## config.mk

```make
export PLATFORM = sky130hd
export DESIGN_NAME = palm_run_locator
export DESIGN_NICKNAME = d
export VERILOG_FILES = /design/src/rtl/palm_run_locator.sv
export SDC_FILE = /design/constraint.sdc
export NUM_CORES = 1
export LEC_CHECK = 0
export ABC_AREA = 1
export BUFFER_PORTS_ARGS = -buffer_cell sky130_fd_sc_hd__buf_2
export CAP_MARGIN = 5
export CORE_MARGIN = 3
export CORE_UTILIZATION = 63
export DETAILED_ROUTE_END_ITERATION = 10
export GPL_TIMING_DRIVEN = 0
export HOLD_SLACK_MARGIN = 0.05
export PLACE_DENSITY = 0.92
export SLEW_MARGIN = 40
export SYNTH_ARGS = -nofsm -noshare
export SYNTH_HDL_FRONTEND = slang
export SYNTH_SLANG_ARGS = --single-unit
```

## constraint.sdc

```tcl
create_clock -name clk -period 6.4 [get_ports clk]
set_clock_uncertainty 0.1 [all_clocks]
set_input_delay 0.32 -clock clk [delete_from_list [all_inputs] [get_ports clk]]
set_output_delay 0.32 -clock clk [all_outputs]
set_load 0.005 [all_outputs]
```

## src/rtl/palm_run_locator.sv

```systemverilog
// palm_run_locator
//   Finds, per frame, the first horizontal run of hand pixels (raster order)
//   that is at least MIN_WIDTH wide.  Short gaps of up to MAX_GAP background
//   pixels are tolerated inside a run.  A run never spans two rows.
//
// Ports
//   clk, rst (async, active-low)
//   vsync            one-cycle frame start; re-arms the search
//   de_t             pixel valid; low cycles are stalls
//   object_image     hand pixel when 1 (qualified by de_t)
//   TESTING_SWITCH   selects palm_height_test as the reported height
//   palm_height_test manual height
//   start/end_of_palm_r/c, palm_width, palm_height   locked run geometry
//   palm_valid       high from lock until next vsync
//   palm_lock        one-cycle pulse on lock
//   frame_done       one-cycle pulse after the last pixel of the frame
//   dbg_state        current FSM state (IDLE=0, SCAN=1, LOCKED=2, DONE=3)
//
// Handshake: a pixel is accepted on a rising clk edge where de_t=1 and vsync=0
// while the FSM is in SCAN or LOCKED; there is no backpressure.
module palm_run_locator #(
  parameter int IMG_W     = 120,
  parameter int IMG_H     = 160,
  parameter int CW        = 10,
  parameter int MIN_WIDTH = 18,
  parameter int MAX_GAP   = 0,
  parameter int H_MUL     = 3,
  parameter int H_SHIFT   = 2
) (
  input  logic          clk,
  input  logic          rst,
  input  logic          vsync,
  input  logic          de_t,
  input  logic          object_image,
  input  logic          TESTING_SWITCH,
  input  logic [CW-1:0] palm_height_test,
  output logic [CW-1:0] start_of_palm_r,
  output logic [CW-1:0] start_of_palm_c,
  output logic [CW-1:0] end_of_palm_r,
  output logic [CW-1:0] end_of_palm_c,
  output logic [CW-1:0] palm_width,
  output logic [CW-1:0] palm_height,
  output logic          palm_valid,
  output logic          palm_lock,
  output logic          frame_done,
  output logic [1:0]    dbg_state
);

  typedef enum logic [1:0] {IDLE = 2'd0, SCAN = 2'd1, LOCKED = 2'd2, DONE = 2'd3} state_t;

  localparam logic [CW-1:0] LAST_COL  = CW'(IMG_W - 1);
  localparam logic [CW-1:0] LAST_ROW  = CW'(IMG_H - 1);
  localparam logic [CW-1:0] ONE       = CW'(1);
  localparam logic [CW-1:0] MIN_W_V   = CW'(MIN_WIDTH);
  localparam logic [CW:0]   MAX_GAP_V = (CW + 1)'(MAX_GAP);
  localparam logic [CW+7:0] H_MUL_V   = (CW + 8)'(H_MUL);

  state_t        state;
  logic [CW-1:0] row, col;
  logic          run_open;
  logic [CW-1:0] rs_c, re_c, run_row, gap;

  // Next run-tracker state for the pixel currently presented.
  logic          n_open, term;
  logic [CW-1:0] n_rs, n_re, n_row, n_gap;
  logic [CW:0]   gap_inc;
  logic          last_col, last_row;
  logic [CW-1:0] t_width, calc_h;
  logic [CW+7:0] prod, shifted;
  logic          wide;

  assign dbg_state = state;
  assign last_col  = (col == LAST_COL);
  assign last_row  = (row == LAST_ROW);
  assign gap_inc   = {1'b0, gap} + (CW + 1)'(1);

  always_comb begin
    n_open = run_open;
    n_rs   = rs_c;
    n_re   = re_c;
    n_row  = run_row;
    n_gap  = gap;
    term   = 1'b0;
    if (object_image) begin
      if (!run_open) begin
        n_rs  = col;
        n_row = row;
      end
      n_open = 1'b1;
      n_re   = col;
      n_gap  = '0;
    end else if (run_open) begin
      // re_c stays at the last object pixel, so trailing gap never counts.
      if (gap_inc > MAX_GAP_V) term = 1'b1;
      else                     n_gap = gap_inc[CW-1:0];
    end
    // Row end closes whatever is still open, including a run opened right here.
    if (last_col && n_open) term = 1'b1;
    if (term) begin
      n_open = 1'b0;
      n_gap  = '0;
    end
  end

  assign t_width = n_re - n_rs + ONE;
  assign wide    = (t_width >= MIN_W_V);
  assign prod    = {8'd0, t_width} * H_MUL_V;
  assign shifted = prod >> H_SHIFT;
  assign calc_h  = TESTING_SWITCH ? palm_height_test
                 : ((|shifted[CW+7:CW]) ? '1 : shifted[CW-1:0]);

  always_ff @(posedge clk or negedge rst) begin
    if (!rst) begin
      state           <= IDLE;
      row             <= '0;
      col             <= '0;
      run_open        <= 1'b0;
      rs_c            <= '0;
      re_c            <= '0;
      run_row         <= '0;
      gap             <= '0;
      start_of_palm_r <= '0;
      start_of_palm_c <= '0;
      end_of_palm_r   <= '0;
      end_of_palm_c   <= '0;
      palm_width      <= '0;
      palm_height     <= '0;
      palm_valid      <= 1'b0;
      palm_lock       <= 1'b0;
      frame_done      <= 1'b0;
    end else begin
      palm_lock  <= 1'b0;
      frame_done <= 1'b0;
      if (vsync) begin
        // Geometry outputs intentionally keep the previous frame's values.
        row        <= '0;
        col        <= '0;
        run_open   <= 1'b0;
        rs_c       <= '0;
        re_c       <= '0;
        run_row    <= '0;
        gap        <= '0;
        palm_valid <= 1'b0;
        state      <= SCAN;
      end else if (de_t && (state == SCAN || state == LOCKED)) begin
        if (last_col) begin
          col <= '0;
          row <= row + ONE;
        end else begin
          col <= col + ONE;
        end
        if (state == SCAN) begin
          run_open <= n_open;
          rs_c     <= n_rs;
          re_c     <= n_re;
          run_row  <= n_row;
          gap      <= n_gap;
          if (term && wide) begin
            start_of_palm_r <= n_row;
            start_of_palm_c <= n_rs;
            end_of_palm_r   <= n_row;
            end_of_palm_c   <= n_re;
            palm_width      <= t_width;
            palm_height     <= calc_h;
            palm_lock       <= 1'b1;
            palm_valid      <= 1'b1;
            state           <= LOCKED;
          end
        end
        // Last pixel of the frame overrides a same-cycle lock transition.
        if (last_col && last_row) begin
          row        <= '0;
          frame_done <= 1'b1;
          state      <= DONE;
        end
      end
    end
  end

endmodule
```

==> results of run 1 <==
==> cell families after synthesis <==
logic type / synth area share (%)
and+or+nand+nor: 25.98
adders and majority gates: 6.695
muxes: 0.1566
DFF: 45.42
AOI/OAI and AO/OA: 10.98
buffers and inverters: 9.671
xor gates and xnor gates: 1.096
==> flip-flops by register name, summed over array words and instances (netlist names) <==
register and count:
col 10, dbg_state 2, end_of_palm_c 10, end_of_palm_r 10, frame_done 1, gap 10, palm_height 10, palm_lock 1
palm_valid 1, palm_width 10, re_c 10, row 10, rs_c 10, run_open 1, run_row 10, start_of_palm_c 10
==> area by class of cell <==
| cell class | instances | area (µm²) | share of cell area [%] |
|---|---|---|---|
| Inverter | 106 | 397.9 | 5.182 |
| Sequential cell | 116 | 2903 | 37.80 |
| Multi-Input combinational cell | 576 | 2870 | 37.38 |
| Clock buffer | 22 | 452.9 | 5.899 |
| Timing Repair Buffer | 91 | 538.0 | 7.007 |
| Tap cell | 133 | 166.4 | 2.167 |
| Buffer | 37 | 220.2 | 2.868 |
| Clock inverter | 10 | 130.1 | 1.695 |
==> where the power goes <==
| group | internal, W | total [W] | switching [W] | leakage (nW) |
|---|---|---|---|---|
| Sequential | 0.000775 | 0.000805 | 0.0000301 | 1.60 |
| Combinational | 0.000188 | 0.000523 | 0.000335 | 2.23 |
| Clock | 0.000610 | 0.000948 | 0.000338 | 0.285 |
| Total | 0.00157 | 0.00228 | 0.000703 | 4.12 |
==> cells in the mapped netlist, types with 2 or more instances <==
master,instances,area (µm²)
xnor2_1,3,26.28
dfrtp_1,116,2903
o21ai_1,31,155.2
nor4_1,3,18.77
nand4_1,14,87.58
clkbuf_1,15,56.30
o22ai_1,10,62.56
o21ai_0,68,340.3
buf_4,12,90.09
ha_1,31,387.9
a31oi_1,3,18.77
fa_1,2,40.04
nor3_1,19,95.09
inv_1,103,386.6
xor2_1,5,43.79
buf_2,5,25.02
a21oi_1,15,75.07
nand2_1,256,960.9
nand3b_1,2,15.01
inv_2,3,11.26
nand2_2,2,12.51
buf_6,4,45.04
nor3b_1,2,15.01
nand3_1,48,240.2
nor2_1,53,198.9
==> per-layer routing <==
metal	up-vias	GRT usage (%)	routed length, µm
li1	2904	-	-
met1	2899	38.57	6674
met2	351	54.27	8448
met3	89	9.633	1560
met4	0	15.53	799
met5	-	0	0
==> stage by stage <==
stage,util [%],std cells
final,78.20,1091
after global placement,70.86,1048
after global routing,78.20,1091
after floorplan,-,835
after CTS,78.20,1091
after detailed placement,71.24,1049
==> what timing repair did <==
item | CTS | global route
hold buffers | 10 | 0
endpoints found under the setup margin | 0 | 0
gates resized for setup | 0 | 0
endpoints found under the hold margin | 125 | 0
==> worst paths after layout <==
check,cells after the start,end,startpoint,slack [ns]
max,26,palm_width[5]$_DFFE_PN0P_,run_open$_DFFE_PN0P_,1.89
min,5,palm_height[1]$_DFFE_PN0P_,TESTING_SWITCH,0.09
min in group asynchronous,2,gap[6]$_DFFE_PN0P_,rst,0.20
min reg2reg,2,palm_height[1]$_DFFE_PN0P_,palm_height[1]$_DFFE_PN0P_,0.37
max reg2reg,26,palm_width[5]$_DFFE_PN0P_,run_open$_DFFE_PN0P_,1.89
max in group asynchronous,3,palm_width[1]$_DFFE_PN0P_,rst,5.36
==> worst max-delay path: cells and delay by family, from the launching register on <==
kind	cells	cell delay [ns]
adder cells (fa/ha/maj)	4	1.13
AND/OR/NAND/NOR	13	1.38
AO/OA/AOI/OAI	3	0.45
buffers and inverters	6	0.93
flip-flops	1	0.42
==> out/results.ini, run 1 <==
[logic_synthesis]
async_flop_share_pct = 100.0
syn-num-nets = 884
synth-seq-cells = 116
yosys_warnings = 0
ys_seq_area_share_pct = 45.42
syn_avg_cell_area_um2 = 7.654
syn-cell-area_um2 = 6391
ys_types = 35
yosys_most_used_dff = dfrtp_1
number_of_enable_flip_flop_cells_after_synthesis = 0
syn_inst = 835

[setup_path]
worstPathMaxFanout = 10
cp_common_cell = nand2_1
worstPathRequired_ns = 6.75
worstSetupPathType = reg2reg
crit_path_top_delay_cell = dfrtp_1
slowest_delay_ns = 0.42
critical_path_arrival_ns = 4.86
worstSetupStartpointType = register
endpoint_kind_of_the_worst_setup_timing_path = register

[drt]
ant_nets = 0
overall_routed_net_length_um = 17480
drt_iter0_markers = 568
routed-via-count = 6243
vias_per_cell = 5.722
drt_drc_violations_left = 0
drt_first_pass_iters = 8
route.detailed.wl_per_inst_um = 16.02

[timing]
totalNegativeSetupSlack_ns = 0
period_needed_ns = 4.505
slew_headroom_pct = 52.63
timing.hold.ws_ns = 0.09322
rsz0062_at_grt = false
tightest_slew_ns = 0.7057
final_critical_path_setup_slack_ns = 1.895
fmax_mhz = 222.0
setup_viol = 0
final.period_utilization_pct = 70.40
final_max_slew_viol_count = 0
hold_viol = 0

[clocking]
clock_tree.buffer_depth = 2
cts_inserted_buffers = 17
cts_num_sinks = 116
cts_setup_buffers = 0
clock_latency_ns = 0.53
cts-htree-levels = 4
tritoncts_clock_tree = built
ctsRootBufferMaster = clkbuf_8
cts.clk_slew.worst_paths_ns = 0.06

[place]
preCtsSetupSlack_ns = 1.908
port_buffers = 80
total_placed_instance_area_um2 = 6995
place.gp.congestion = 0.9390
dp.final_hpwl_um = 11820

[status]
outcome = complete, no violations

[finish]
final_common_cell = nand2_1
nNetsFinal = 994
drive_gt1_share_pct = 14.51
antenna_cells_inserted = 0
final_cell_mix = nand2_1, dfrtp_1, inv_1
n_fill_cell = 695
postLayoutCellArea_um2 = 7679
area_growth_pct = 20.14

[floorplan]
fp.dieW_um = 106.7
fp.dieArea_um2 = 11390
floorplan.die.height_um = 106.7
core_area_um2 = 9819
design.portCount = 81
num_rows = 36
floorplan.initialDensity_pct = 65.09

[global_route]
via_count_of_the_first_global_routing_pass = 6206
gr-usage-all-layers_pct = 32.52
antenna_found_initial = 0
grt-ovfl-total = 0
pin_count_of_the_biggest_net_entering_global_routing = 61
grt_first_pass_wirelength_um = 29110

[power_and_ir_drop]
power.density_cell_area_nw_per_um2 = 296.4
p_leak_nw = 4.116
irDropWorstVdd_mv = 0.2959
p_total_w = 0.002276

[worst_hold_path]
hold_path_class = in2reg

[run]
max_cap_violations = 0

No activity file was read; power rests on OpenSTA's default activity.
==> run 2, diff against run 1 <==
--- a/config.mk
+++ b/config.mk
@@ -5,15 +5,15 @@
 export SDC_FILE = /design/constraint.sdc
 export NUM_CORES = 1
 export LEC_CHECK = 0
-export ABC_AREA = 1
+export ABC_AREA = 0
 export BUFFER_PORTS_ARGS = -buffer_cell sky130_fd_sc_hd__buf_2
 export CAP_MARGIN = 5
 export CORE_MARGIN = 3
-export CORE_UTILIZATION = 63
+export CORE_UTILIZATION = 58
 export DETAILED_ROUTE_END_ITERATION = 10
 export GPL_TIMING_DRIVEN = 0
 export HOLD_SLACK_MARGIN = 0.05
-export PLACE_DENSITY = 0.92
+export PLACE_DENSITY = 0.86
 export SLEW_MARGIN = 40
 export SYNTH_ARGS = -nofsm -noshare
 export SYNTH_HDL_FRONTEND = slang
==> constraint.sdc (replaced) <==
create_clock -name clk -period 4.7 [get_ports clk]
set_clock_uncertainty 0.1 [all_clocks]
set_input_delay 0.235 -clock clk [delete_from_list [all_inputs] [get_ports clk]]
set_output_delay 0.235 -clock clk [all_outputs]
set_load 0.005 [all_outputs]
==> run 2 against run 1 <==
Effect of this change: final cell count decreased by 19%; final area decreased by 0.23%; sequential power increased by 44%; synthesized cell count decreased by 26%; worst hold slack improved by 0.014 ns; maximum frequency decreased by 2.5%; via count decreased by 15%; wire length decreased by 7.1%; clock power increased by 51%; worst setup slack got worse by 1.8 ns; sequential cell count unchanged; critical endpoint is now palm_width[2]$_DFFE_PN0P_; highest routed layer is now met5.
==> out/results.ini, run 2 <==
[drt]
route.detailed.wl_per_inst_um = 18.35
drt_drc_violations_left = 0
drt_first_pass_iters = 5
drt_iter0_markers = 391
vias_per_cell = 6.000
ant_nets = 0
overall_routed_net_length_um = 16240
routed-via-count = 5310

[floorplan]
floorplan.initialDensity_pct = 61.20
num_rows = 36
design.portCount = 81
floorplan.die.height_um = 108.7
fp.dieW_um = 108.7
fp.dieArea_um2 = 11820
core_area_um2 = 10000

[status]
outcome = complete, no violations

[power_and_ir_drop]
power.internal_w = 0.002476
power.net_switching_w = 0.001120
seq_power_share_pct = 32.4
p_leak_nw = 3.855
clock_share_of_power_pct = 39.9
combinationalPowerShare_pct = 27.7
p_total_w = 0.003596
irDropWorstVdd_mv = 0.3459
power.density_cell_area_nw_per_um2 = 469.4
sw_frac_of_total_pct = 31.15

[setup_path]
worstPathRequired_ns = 5.03
worstPathMaxFanout = 10
reg2reg_slack_ns = 0.08
critical_path_buf_inv_count = 6
worstSetupStartpointType = register
cp_common_cell = ha_1
slowest_delay_ns = 0.44
crit_family = adder cells
worstSetupPathType = reg2reg
crit_path_top_delay_cell = fa_1
worstPathCellList = nand2b_4 > buf_8 > mux2i_4 > inv_1 > ha_1 > inv_1 > ha_1 > fa_1 > a21o_1 > a21oi_2 > xor2_2 > buf_4 > ha_1 > o21ai_0 > nand4_1 > o31ai_4 > buf_4 > clkbuf_2 > nand2_1 > o21ai_0
critical_path_arrival_ns = 4.95
endpoint_kind_of_the_worst_setup_timing_path = register

[finish]
drive_gt1_share_pct = 22.07
layout.area.seq_um2 = 2903
multi_input_comb_area_um2 = 2990
postLayoutCellArea_um2 = 7661
nNetsFinal = 788
antenna_cells_inserted = 0
final_cell_mix = dfrtp_1, buf_2, nand2_1
finish.utilization_pct = 76.61
area_growth_pct = 25.19
n_fill_cell = 639
final_common_cell = dfrtp_1

[clocking]
ctsRootBufferMaster = clkbuf_8
cts_num_sinks = 116
cts-htree-levels = 4
clock_tree.buffer_depth = 2
clock_latency_ns = 0.54
cts_inserted_buffers = 17
tritoncts_clock_tree = built
cts.clk_slew.worst_paths_ns = 0.06

[timing]
tightest_slew_ns = 0.7199
final.period_utilization_pct = 98.36
timing.hold.ws_ns = 0.1072
slew_headroom_pct = 52.01
final_max_slew_viol_count = 0
hold_viol = 0
fmax_mhz = 216.3
period_needed_ns = 4.623
setup_viol = 0
final_critical_path_setup_slack_ns = 0.07710

[global_route]
grt_first_pass_wirelength_um = 25210
grt-ovfl-total = 0
antenna_found_initial = 2
pin_count_of_the_biggest_net_entering_global_routing = 61
gr-usage-all-layers_pct = 27.76
via_count_of_the_first_global_routing_pass = 5222

[logic_synthesis]
yosys_warnings = 0
syn-num-nets = 671
synth.top_cells.by_area = dfrtp_1, ha_1, mux2i_1
async_flop_share_pct = 100.0
synth-seq-cells = 116
ys_types = 57
yosys.cell_count.top_type = dfrtp_1
largest_area_contributor_in_the_synthesized_netlist = dfrtp_1
synthDominantCellAreaShare_pct = 47.43
synth_commonest_cells = dfrtp_1, nand2_1, nor2_1, o21ai_0, mux2i_1
yosys_most_used_dff = dfrtp_1
number_of_enable_flip_flop_cells_after_synthesis = 0
ys_seq_area_share_pct = 47.43
syn_avg_cell_area_um2 = 9.839
syn-cell-area_um2 = 6120
syn_inst = 622

[place]
dp.final_hpwl_um = 10390
place.gp.congestion = 0.8446
total_placed_instance_area_um2 = 6719
port_buffers = 79
preCtsSetupSlack_ns = -0.7749

[worst_hold_path]
hold_path_class = in2async

[run]
max_cap_violations = 0

## run 2: changes by cell type in the layout (fill, tap and decap cells not counted), moves of 10 or more
cell,previous run,this run
a211oi_1,0,21
nand3_1,48,10
o21ai_0,68,47
mux2i_1,1,32
inv_1,103,30
and2_1,0,10
a22o_1,0,15
o21ai_1,31,3
nand2_1,256,68
## run 2: metrics by stage
step / std cells / setup TNS [ns]
3_3_place_gp: 834 / -24.00
4_1_cts: 878 / 0
3_5_place_dp: 835 / -29.61
2_1_floorplan: 622 / 0
5_1_grt: 885 / -1.025
6_report: 885 / 0
## run 2: power by group through the flow
| stage | clock (W) | sequential (W) | combinational (W) |
|---|---|---|---|
| 6_report | 0.00143 | 0.00116 | 0.000998 |
| 5_1_grt | 0.00149 | 0.00117 | 0.00109 |
| 4_1_cts | 0.00143 | 0.00116 | 0.000889 |
| 3_5_place_dp | 0 | 0.00117 | 0.000852 |
| 3_3_place_gp | 0 | 0.00117 | 0.000802 |
| 2_1_floorplan | 0 | 0.00117 | 0.000578 |
## run 2: repair_timing
action                                  4_1_cts  5_1_grt
pin swaps                                     0        6
hold buffers                                 12        0
resized for setup                             9       20
hold endpoints to repair                    127        0
buffers inserted                              0        7
endpoints found under the setup margin       54       53
## run 2: final timing paths
| kind | startpoint | to | cells after the start |
|---|---|---|---|
| hold / removal | rst | palm_width[9]$_DFFE_PN0P_ | 2 |
| hold reg to reg | start_of_palm_c[1]$_DFFE_PN0P_ | start_of_palm_c[1]$_DFFE_PN0P_ | 2 |
| max in group asynchronous | rst | start_of_palm_c[4]$_DFFE_PN0P_ | 3 |
| setup reg to reg | run_open$_DFFE_PN0P_ | palm_width[2]$_DFFE_PN0P_ | 20 |
| min in group clk | vsync | gap[1]$_DFFE_PN0P_ | 5 |
| setup / recovery | run_open$_DFFE_PN0P_ | palm_width[2]$_DFFE_PN0P_ | 20 |
## run 2: cell families after synthesis
group / count (synthesis) / synth area share, %
AO/OA/AOI/OAI: 138 / 14.76
XOR/XNOR: 30 / 4.539
adder cells (fa/ha/maj): 33 / 6.992
buffers and inverters: 72 / 5.336
flip-flops: 116 / 47.43
multiplexers: 37 / 6.113
AND/OR/NAND/NOR: 196 / 14.82
## run 2: area by class of cell
class,count,area share [%]
inverters,31,1.519
flip-flops and latches,116,37.89
well taps,133,2.172
plain buffers,40,2.907
clock buffers,20,5.945
clock inverters,12,2.629
repair buffers,99,7.905
multi-input cells,434,39.03
## run 2: per-layer routing
metal / track usage (%) / part of all wire [%]
met1: 35.22 / 40
met2: 44.92 / 48
met3: 7.401 / 7.7
met4: 12.17 / 3.5
met5: 0 / 0.13
==> run 3, diff against run 2 <==
--- a/config.mk
+++ b/config.mk
@@ -5,7 +5,7 @@
 export SDC_FILE = /design/constraint.sdc
 export NUM_CORES = 1
 export LEC_CHECK = 0
-export ABC_AREA = 0
+export ABC_AREA = 1
 export BUFFER_PORTS_ARGS = -buffer_cell sky130_fd_sc_hd__buf_2
 export CAP_MARGIN = 5
 export CORE_MARGIN = 3
==> run 3 against run 2 <==
Effect of this change: final cell count is 24% higher; critical path depth grew 6; register-to-register slack better by 0.24 ns; highest routed layer is now met4.
==> out/results.ini, run 3 (synthesis gave the netlist of run 1 again) <==
[finish]
n_fill_cell = 795
final_common_cell = nand2_1
drive_gt1_share_pct = 14.24
area_growth_pct = 20.22
antenna_cells_inserted = 0
final_cell_mix = nand2_1, dfrtp_1, inv_1
nNetsFinal = 999

[worst_hold_path]
hold_path_origin = object_image
hold_path_class = in2reg
hold-path-cell-count = 4
timing.hold.worst_endpoint = end_of_palm_c[9]$_DFFE_PN0P_

[floorplan]
num_rows = 37
design.portCount = 81
floorplan.initialDensity_pct = 60.82
fp.dieW_um = 111.0
fp.dieArea_um2 = 12310
core_area_um2 = 10510
floorplan.die.height_um = 111.0

[drt]
ant_nets = 0
overall_routed_net_length_um = 16640
drt_drc_violations_left = 0
drt_iter0_markers = 522
vias_per_cell = 5.531
route.detailed.wl_per_inst_um = 15.15
drt_first_pass_iters = 5
routed-via-count = 6073

[place]
port_buffers = 80
dp.final_hpwl_um = 11580
place.gp.congestion = 0.9299

[power_and_ir_drop]
combinationalPowerShare_pct = 23.7
power.density_cell_area_nw_per_um2 = 384.1
irDropWorstVdd_mv = 0.2908
power.net_switching_w = 0.0009108
sw_frac_of_total_pct = 30.86
clock_share_of_power_pct = 39.2
p_leak_nw = 4.114
seq_power_share_pct = 37.0
p_total_w = 0.002951
power.internal_w = 0.002040

[global_route]
grt_first_pass_wirelength_um = 27990
gr-usage-all-layers_pct = 28.15
pin_count_of_the_biggest_net_entering_global_routing = 71
antenna_found_initial = 0
via_count_of_the_first_global_routing_pass = 5977
grt-ovfl-total = 0

[setup_path]
worstSetupPathType = reg2reg
rr_startpoint = run_open$_DFFE_PN0P_
worst_r2r_endpoint = end_of_palm_r[2]$_DFFE_PN0P_
worstPathMaxFanout = 10
worstPathRequired_ns = 5.04
critical_path_arrival_ns = 4.73
worstSetupStartpointType = register
worst_r2r_path_depth = 26
reg2reg_slack_ns = 0.31
endpoint_kind_of_the_worst_setup_timing_path = register

[timing]
slew_headroom_pct = 55.02
final.period_utilization_pct = 93.34
rsz0062_at_grt = false
totalNegativeSetupSlack_ns = 0
hold_viol = 0
tightest_slew_ns = 0.6677
setup_viol = 0
final_max_slew_viol_count = 0
period_needed_ns = 4.387
fmax_mhz = 227.9

[clocking]
clock_latency_ns = 0.53
ctsRootBufferMaster = clkbuf_8
cts_inserted_buffers = 17
cts_num_sinks = 116
cts.clk_slew.worst_paths_ns = 0.05
tritoncts_clock_tree = built
clock_tree.buffer_depth = 2
cts-htree-levels = 4

[status]
outcome = complete, no violations

[run]
max_cap_violations = 0

run 3: final cells by class:
class                           count  area [µm²]  share of cell area, %
Multi-Input combinational cell    576        2870                  37.36
Tap cell                          136       170.2                  2.215
Sequential cell                   116        2903                  37.78
Timing Repair Buffer               96       588.1                  7.653
Buffer                             37       221.5                  2.882
Clock buffer                       28       515.5                  6.709
Inverter                          106       397.9                  5.178
Clock inverter                      3       17.52                 0.2280
run 3: how the worst max path moves through the flow:
stage | from | to | cells after the start
after CTS | run_open$_DFFE_PN0P_ | end_of_palm_r[2]$_DFFE_PN0P_ | 26
after floorplan | run_open$_DFFE_PN0P_ | palm_height[7]$_DFFE_PN0P_ | 23
after global routing | run_open$_DFFE_PN0P_ | palm_width[7]$_DFFE_PN0P_ | 26
final | run_open$_DFFE_PN0P_ | end_of_palm_r[2]$_DFFE_PN0P_ | 26
after global placement | object_image | palm_width[7]$_DFFE_PN0P_ | 27
after detailed placement | object_image | start_of_palm_c[0]$_DFFE_PN0P_ | 27
run 3: power by group through the flow:
| stage | combinational (W) | sequential, W | clock, W |
|---|---|---|---|
| floorplan | 0.000468 | 0.00110 | 0 |
| global placement | 0.000638 | 0.00111 | 0 |
| detailed placement | 0.000663 | 0.00111 | 0 |
| CTS | 0.000687 | 0.00109 | 0.00116 |
| global route | 0.000789 | 0.00110 | 0.00122 |
| finish | 0.000700 | 0.00109 | 0.00116 |
run 3: through the flow:
step	hold WS (ns)	worst slack, ns	instance area, µm²	util [%]	cells
final	0.08426	0.3129	7684	73.12	1098
after global routing	0.1161	0.01827	7684	73.12	1098
after CTS	0.06180	0.3244	7682	73.10	1098
after detailed placement	0.05865	0.2691	6999	66.60	1052
after global placement	0.3604	0.3228	6962	66.25	1051
after floorplan	-0.1606	1.144	6391	-	835
run 3: critical path: stages, from the launching register on:
cell and delay (ns):
dfrtp_1 0.42, inv_2 0.09, nand2_2 0.13, clkbuf_2 0.25
nand2_1 0.09, o21ai_0 0.25, ha_1 0.31, ha_1 0.22
fa_1 0.39, nand2_1 0.10, nand2_1 0.12, nand2_1 0.08
nand2_1 0.05, nand2_1 0.13, inv_1 0.09, ha_1 0.19
nand2_1 0.06, inv_1 0.03, nor2_1 0.10, nand3_1 0.09
nor2_1 0.17, a21oi_2 0.09, nand3_2 0.12, buf_6 0.16
buf_2 0.23, nand2_1 0.10, o21ai_1 0.11
run 3: routing by layer:
layer  vias to the layer above  global-route usage [%]  share of wire [%]
met5                         -                       0                  0
met2                       248                   45.87                 48
li1                       2918                       -                  -
met4                         0                   12.89                3.1
met3                        51                   7.205                7.8
met1                      2856                   35.27                 41
run 3: repair_timing:
item / 4_1_cts / 5_1_grt
hold endpoints to repair: 127 / 0
setup buffers: 0 / 0
setup endpoints to repair: 0 / 21
gates resized for setup: 0 / 1
hold buffers: 15 / 0
